## config.mk

```make
export PLATFORM = sky130hd
export DESIGN_NAME = motor_pwm_decode
export DESIGN_NICKNAME = d
export VERILOG_FILES = /design/src/rtl/motor_pwm_decode.sv
export SDC_FILE = /design/constraint.sdc
export NUM_CORES = 1
export LEC_CHECK = 0
export ABC_AREA = 1
export BUFFER_PORTS_ARGS = -buffer_cell sky130_fd_sc_hd__buf_2
export CAP_MARGIN = 30
export CORE_MARGIN = 3
export CORE_UTILIZATION = 32
export DETAILED_ROUTE_END_ITERATION = 6
export GPL_ROUTABILITY_DRIVEN = 0
export PLACE_DENSITY_LB_ADDON = 0.05
export SLEW_MARGIN = 20
export SYNTH_ARGS = -nofsm -noshare
export SYNTH_HDL_FRONTEND = slang
export SYNTH_SLANG_ARGS = --single-unit
```

## constraint.sdc

```tcl
create_clock -name clk -period 3.5 [get_ports clk]
set_input_delay 0.175 -clock clk [delete_from_list [all_inputs] [get_ports clk]]
set_output_delay 0.175 -clock clk [all_outputs]
set_load 0.02 [all_outputs]
```

## src/rtl/motor_pwm_decode.sv

```systemverilog
// motor_pwm_decode: measures the fwd/rev PWM pair over one PWM period and
// reconstructs the signed drive command. The window is 2^WIN_BITS cycles.
// Optional macro MOTOR_DEC_SYNC_EN adds a 2-flop synchronizer on fwd and rev.
// Without the macro, fwd and rev are sampled directly.

module motor_pwm_decode #(
  parameter int unsigned WIN_BITS = 10
) (
  input  logic                clk,
  input  logic                rst_n,
  input  logic                fwd,
  input  logic                rev,
  output logic [WIN_BITS:0]   cmd,
  output logic                brake,
  output logic                err,
  output logic                valid
);

  // Full window count (line high every sample) and the largest encodable magnitude.
  localparam logic [WIN_BITS:0] Full   = {1'b1, {WIN_BITS{1'b0}}};
  localparam logic [WIN_BITS:0] MaxMag = {1'b0, {WIN_BITS{1'b1}}};
  localparam logic [WIN_BITS:0] Zero   = '0;

  logic fwd_s;
  logic rev_s;

`ifdef MOTOR_DEC_SYNC_EN
  logic [1:0] fwd_sync_q;
  logic [1:0] rev_sync_q;

  // Two-stage synchronizer; window boundaries are not shifted, so the first
  // window after reset sees two zero samples.
  always_ff @(posedge clk) begin
    if (!rst_n) begin
      fwd_sync_q <= 2'b00;
      rev_sync_q <= 2'b00;
    end else begin
      fwd_sync_q <= {fwd_sync_q[0], fwd};
      rev_sync_q <= {rev_sync_q[0], rev};
    end
  end

  assign fwd_s = fwd_sync_q[1];
  assign rev_s = rev_sync_q[1];
`else
  assign fwd_s = fwd;
  assign rev_s = rev;
`endif

  logic [WIN_BITS-1:0] wcnt_q, wcnt_d;
  logic [WIN_BITS:0]   fcnt_q, fcnt_d;
  logic [WIN_BITS:0]   rcnt_q, rcnt_d;
  logic [WIN_BITS:0]   bcnt_q, bcnt_d;
  logic [WIN_BITS:0]   cmd_q, cmd_d;
  logic                brake_q, brake_d;
  logic                err_q, err_d;
  logic                valid_q, valid_d;

  logic                win_end;
  logic [WIN_BITS:0]   ftot, rtot, btot;
  logic [WIN_BITS:0]   fmag, rmag;

  // Next-state: accumulate this cycle's sample, classify on the last cycle of the window.
  always_comb begin
    win_end = (wcnt_q == {WIN_BITS{1'b1}});
    wcnt_d  = wcnt_q + 1'b1;

    // Totals include the current sample so the final cycle is counted.
    ftot = fcnt_q + {{WIN_BITS{1'b0}}, (fwd_s & ~rev_s)};
    rtot = rcnt_q + {{WIN_BITS{1'b0}}, (rev_s & ~fwd_s)};
    btot = bcnt_q + {{WIN_BITS{1'b0}}, (fwd_s & rev_s)};

    // A line high for the whole window saturates to the largest magnitude.
    fmag = (ftot == Full) ? MaxMag : ftot;
    rmag = (rtot == Full) ? MaxMag : rtot;

    fcnt_d  = ftot;
    rcnt_d  = rtot;
    bcnt_d  = btot;
    cmd_d   = cmd_q;
    brake_d = brake_q;
    err_d   = err_q;
    valid_d = win_end;

    if (win_end) begin
      fcnt_d = Zero;
      rcnt_d = Zero;
      bcnt_d = Zero;
      if (btot == Full) begin
        brake_d = 1'b1;
        cmd_d   = Zero;
        err_d   = 1'b0;
      end else if (btot == Zero && ftot == Zero && rtot == Zero) begin
        brake_d = 1'b0;
        cmd_d   = Zero;
        err_d   = 1'b0;
      end else if (btot == Zero && rtot == Zero) begin
        brake_d = 1'b0;
        cmd_d   = fmag;
        err_d   = 1'b0;
      end else if (btot == Zero && ftot == Zero) begin
        brake_d = 1'b0;
        cmd_d   = Zero - rmag;
        err_d   = 1'b0;
      end else begin
        // Mixed direction or partial overlap: flag it, keep the last good command.
        err_d = 1'b1;
      end
    end
  end

  // State registers with synchronous active-low reset.
  always_ff @(posedge clk) begin
    if (!rst_n) begin
      wcnt_q  <= '0;
      fcnt_q  <= '0;
      rcnt_q  <= '0;
      bcnt_q  <= '0;
      cmd_q   <= '0;
      brake_q <= 1'b0;
      err_q   <= 1'b0;
      valid_q <= 1'b0;
    end else begin
      wcnt_q  <= wcnt_d;
      fcnt_q  <= fcnt_d;
      rcnt_q  <= rcnt_d;
      bcnt_q  <= bcnt_d;
      cmd_q   <= cmd_d;
      brake_q <= brake_d;
      err_q   <= err_d;
      valid_q <= valid_d;
    end
  end

  assign cmd   = cmd_q;
  assign brake = brake_q;
  assign err   = err_q;
  assign valid = valid_q;

endmodule

```

======== Word level (Yosys, flattened, before mapping) ========
Index checks and enable logic that the tools add are counted.
storage, ports and cells
  register bits after elaboration ......... 57
  input bits .............................. 4
  output and inout port bits .............. 14
  word-level logic and storage cells ...... 46
operators by class
  add/sub/neg operators ................... 5
  equal/unequal tests ..................... 4
  mux-type cells .......................... 14
  bitwise logic cells ..................... 6
  reductions and logical operators ........ 9
operators by type and width
  kind                                                                  count
  11-bit two-way mux                                                    6
  11-bit by 1-bit adder with 11-bit output                              3
  11-bit equality test (second input constant)                          3
  11-bit zero test                                                      3
  1-bit by 11-bit subtractor with 11-bit output (first input constant)  1
  10-bit by 1-bit adder with 10-bit output (second input constant)      1
  10-bit equality test (second input constant)                          1
  1-bit two-way mux                                                     8
  4-bit nonzero test                                                    1
  1-bit bitwise AND                                                     3
  1-bit logical AND                                                     3
  1-bit NOT                                                             3
  2-bit AND reduction                                                   1
  2-bit OR reduction                                                    1

======== Logic depth before layout (Yosys ltp) ========
  depth after elaboration ................. 10
  gate-level depth with buffers ........... 23
  gate-level depth less buffers ........... 23

======== Worst setup path after synthesis ========
No wires, ideal clock.
  path kind ............................... reg2reg
  start ................................... reg rcnt_q[0]
  end ..................................... reg cmd_q[8], in the netlist cmd[8]
  arrival ................................. 2326 ps
  slack ................................... 1062 ps
  cell stages (with the launch flop) ...... 17
  clock period less this slack ............ 2438 ps
  cells stage by stage .................... dfxtp_1 > ha_1 > ha_1 > nand3_1 > xor2_1 > nand3_1 > nor2_1 > nand2_2 > inv_1 > nor2_1 > ha_1 > nand3_1 > nor2_1 > nand3_1 > nand3_1 > nand2_1 > nand2_1
on the way
  longest elaborated chain between the ends .. 8
ends and longest elaborated chain
  element                                        line  text
  start, declared                                52    logic [WIN_BITS:0] rcnt_q, rcnt_d;
  start signal, assigned                         126   rcnt_q <= rcnt_d;
  11-bit by 1-bit adder with 11-bit output *     70    rtot = rcnt_q + {{WIN_BITS{1'b0}}, (rev_s & ~fwd_s)};
  11-bit equality test                           75    rmag = (rtot == Full) ? MaxMag : rtot;
  11-bit two-way mux                             75
  1-bit by 11-bit subtractor with 11-bit output  103   cmd_d = Zero - rmag;
  11-bit two-way mux                             101   end else if (btot == Zero && ftot == Zero) begin
  11-bit two-way mux                             97    end else if (btot == Zero && rtot == Zero) begin
  11-bit two-way mux                             93    end else if (btot == Zero && ftot == Zero && rtot == Zero) begin
  11-bit two-way mux                             89    if (btot == Full) begin
  end signal, assigned                           128   cmd_q <= cmd_d;
  end, declared                                  54    logic [WIN_BITS:0] cmd_q, cmd_d;
Mark *: on every way between the ends. The rest lies on a longest branch, timed or not. The select of a mux whose other input is x is not followed.
A chain may end at the register's enable or synchronous reset.

======== Final worst setup path ========
Ends and elaborated chain as after synthesis.

==> impl_metrics.env <==
export IMPL_ff2ff_setup_slack_ns=0.49
export IMPL_power_leakage_nw=1.67
export IMPL_cts_setup_buffers=0
export IMPL_antenna_found_initial=0
export IMPL_fp_dieH_um=106
export IMPL_tns_ns=0
export IMPL_synth_common_cells="nand2_1, nor2_1, inv_1"
export IMPL_yosysSeqAreaShare=0.360
export IMPL_ys_top_cells_by_area="dfxtp_1, nand2_1, nor2_1, nand3_1, inv_1"
export IMPL_initial_utilization=0.336
export IMPL_r2r_start="rcnt_q[0]$_SDFF_PP0_"
export IMPL_grt_ovfl_total=0
export IMPL_globalRouteMet2Util=0.234
export IMPL_wirelength_mm=7.44
export IMPL_crit_path_start_kind="flip-flop"
export IMPL_synth_edf_count=0
export IMPL_fill_cells=1035
export IMPL_clkSlewWorstSetupHoldPaths_ns=0.07
export IMPL_hp_class="input port to flip-flop"
export IMPL_cts_tree="yes"
export IMPL_rows=35
export IMPL_grt_pass1_vias=2814
export IMPL_vias=2977
export IMPL_maxCapViolCount=0
export IMPL_syn_cell_area_um2=3170
export IMPL_antennaDiodeCount=0
export IMPL_crit_fanout=10
export IMPL_setup_violations=0
export IMPL_critPathLaunch="rcnt_q[0]$_SDFF_PP0_"
export IMPL_endpoint_kind="flip-flop"
export IMPL_syn_avg_cell_area_um2=6.34
export IMPL_drv_slew=0
export IMPL_fin_skew_ns=0.00821
export IMPL_hold_viol=0
export IMPL_h_tree_depth=3
export IMPL_wl_per_cell_um=11.3
export IMPL_slew_headroom=0.696
export IMPL_status="finished clean"
export IMPL_yosysTopAreaCell="dfxtp_1"
export IMPL_yosys_warnings=0
export IMPL_fmax_ghz=0.332
export IMPL_crit_type="flip-flop to flip-flop"
export IMPL_p_per_area_nw_per_um2=430
export IMPL_viasPerCell=4.54
export IMPL_use_met1=0.187
export IMPL_finalCritPeriodShare=0.861
export IMPL_power_mw=1.55
export IMPL_place_hpwl_mm=5.79
export IMPL_rr_worst_depth=20
export IMPL_synth_most_common_cell="nand2_1"
export IMPL_fp_coreArea_um2=9420
export IMPL_drt_iter0_drc=123
export IMPL_r2r_end="cmd[8]$_SDFFE_PN0P_"
export IMPL_io_pins=18
export IMPL_die_area_um2=11100
export IMPL_required_ns=3.74
export IMPL_port_buffers=17
export IMPL_period_needed_ns=3.01
export IMPL_grtUsageTotal=0.144
export IMPL_rsz0062_at_grt="false"
export IMPL_first_pass_iters=4
export IMPL_clkSinkCount=57
export IMPL_grt_pass1_wl_mm=13.0
export IMPL_async_flop_share=0
export IMPL_ir_worst_vdd_v=0.000157
export IMPL_cts_resized=0
export IMPL_ys_flop_type="dfxtp_1"
export IMPL_grt_busiest_layer="met2"
export IMPL_area_growth_pct=13.7
export IMPL_synthCells=500
export IMPL_clk_insertion_delay_late_ns=0.34
export IMPL_arrival_ns=3.25
export IMPL_ys_types=31
export IMPL_root_buffer="clkbuf_8"
export IMPL_holdBufCountCts=0
export IMPL_drcViolationCount=0
export IMPL_synth_nets=512
export IMPL_numCtsBuffers=9
export IMPL_met3_usage=0.0269
export IMPL_grt_max_degree=34
export IMPL_layout_nets=534
export IMPL_final_antenna_net_count=0
export IMPL_endpoint="cmd[8]$_SDFFE_PN0P_"
export IMPL_tightest_slew_ns=0.456
export IMPL_final_util=0.382
export IMPL_clk_path_buf_depth=2
export IMPL_fp_dieW_um=106
export IMPL_drive_above_1_share=0.108
export IMPL_synth_seq_cells=57
export IMPL_yosysTopAreaCellShare=0.360
area by class of cell:
cell class	instances	area [um2]	area share
Tap cell	129	161	0.0448
Timing Repair Buffer	18	92.6	0.0257
Clock inverter	6	90.1	0.0250
Multi-Input combinational cell	372	1740	0.483
Clock buffer	10	138	0.0382
Sequential cell	57	1140	0.317
Inverter	64	240	0.0667
worst max-delay path, stage by stage, from the launching register on:
cell and delay (ns):
dfxtp_1 0.32, ha_1 0.21, ha_1 0.22, nand2_2 0.13
nor2_1 0.20, nand3_1 0.10, nand2_1 0.07, inv_1 0.08
nand2_1 0.09, nor2_1 0.05, nand2_2 0.15, inv_1 0.09
nor2_1 0.17, ha_1 0.31, nand3_1 0.13, nor2_1 0.20
nand2_1 0.08, nand2_1 0.06, nand3_1 0.09, nand2_1 0.10
nand2_1 0.05
cell usage in the layout (no fill, tap or decap), drive strengths merged, types with 3 or more instances in the layout:
| cell | synthesis | final |
|---|---|---|
| nor2 | 96 | 96 |
| clkbuf | 1 | 10 |
| ha | 8 | 8 |
| a21oi | 21 | 21 |
| nand3b | 4 | 4 |
| clkinv | 1 | 3 |
| nand2 | 157 | 157 |
| nand4 | 9 | 9 |
| nand3 | 55 | 55 |
| buf | 6 | 18 |
| dfxtp | 57 | 57 |
| inv | 63 | 64 |
| o21ai | 9 | 9 |
worst min path at each step:
stage | start | to | slack, ns | cells after the start
after global routing | rst_n | wcnt_q[1]$_SDFF_PN0_ | 0.21 | 3
after CTS | rst_n | wcnt_q[1]$_SDFF_PN0_ | 0.19 | 3
after detailed placement | cmd[9]$_SDFFE_PN0P_ | cmd[9]$_SDFFE_PN0P_ | 0.44 | 2
after floorplan | wcnt_q[0]$_SDFF_PN0_ | wcnt_q[0]$_SDFF_PN0_ | 0.42 | 1
final | rst_n | wcnt_q[1]$_SDFF_PN0_ | 0.20 | 3
after global placement | cmd[9]$_SDFFE_PN0P_ | cmd[9]$_SDFFE_PN0P_ | 0.43 | 2
stage by stage:
stage	cell area [um2]	std cells	hold slack [ns]	setup slack, ns
floorplan	3170	500	0.418	1.06
global placement	3370	640	0.432	0.453
detailed placement	3370	640	0.438	0.370
CTS	3600	656	0.186	0.466
global route	3600	656	0.213	0.180
finish	3600	656	0.195	0.487
per-layer routing:
metal	part of all wire	routed length, um
met2	0.47	3510
met4	0.013	93
met1	0.49	3640
met5	0	0
met3	0.027	199
cell families after synthesis:
family	share of synthesized area
buffers and inverters	0.0912
XOR/XNOR	0.0111
adder cells (fa/ha/maj)	0.0316
AO/OA/AOI/OAI	0.0581
AND/OR/NAND/NOR	0.448
flip-flops	0.360
flip-flops by register name (all words and copies together) (netlist names):
register and count:
bcnt_q 11, cmd 11, valid 1, brake 1
fcnt_q 11, wcnt_q 10, err 1, rcnt_q 11
power by group:
| group | internal, mW | switching (mW) | leakage (nW) |
|---|---|---|---|
| Combinational | 0.0595 | 0.120 | 1.10 |
| Sequential | 0.656 | 0.00392 | 0.460 |
| Clock | 0.422 | 0.289 | 0.113 |
No activity file was read; power rests on OpenSTA's default activity.
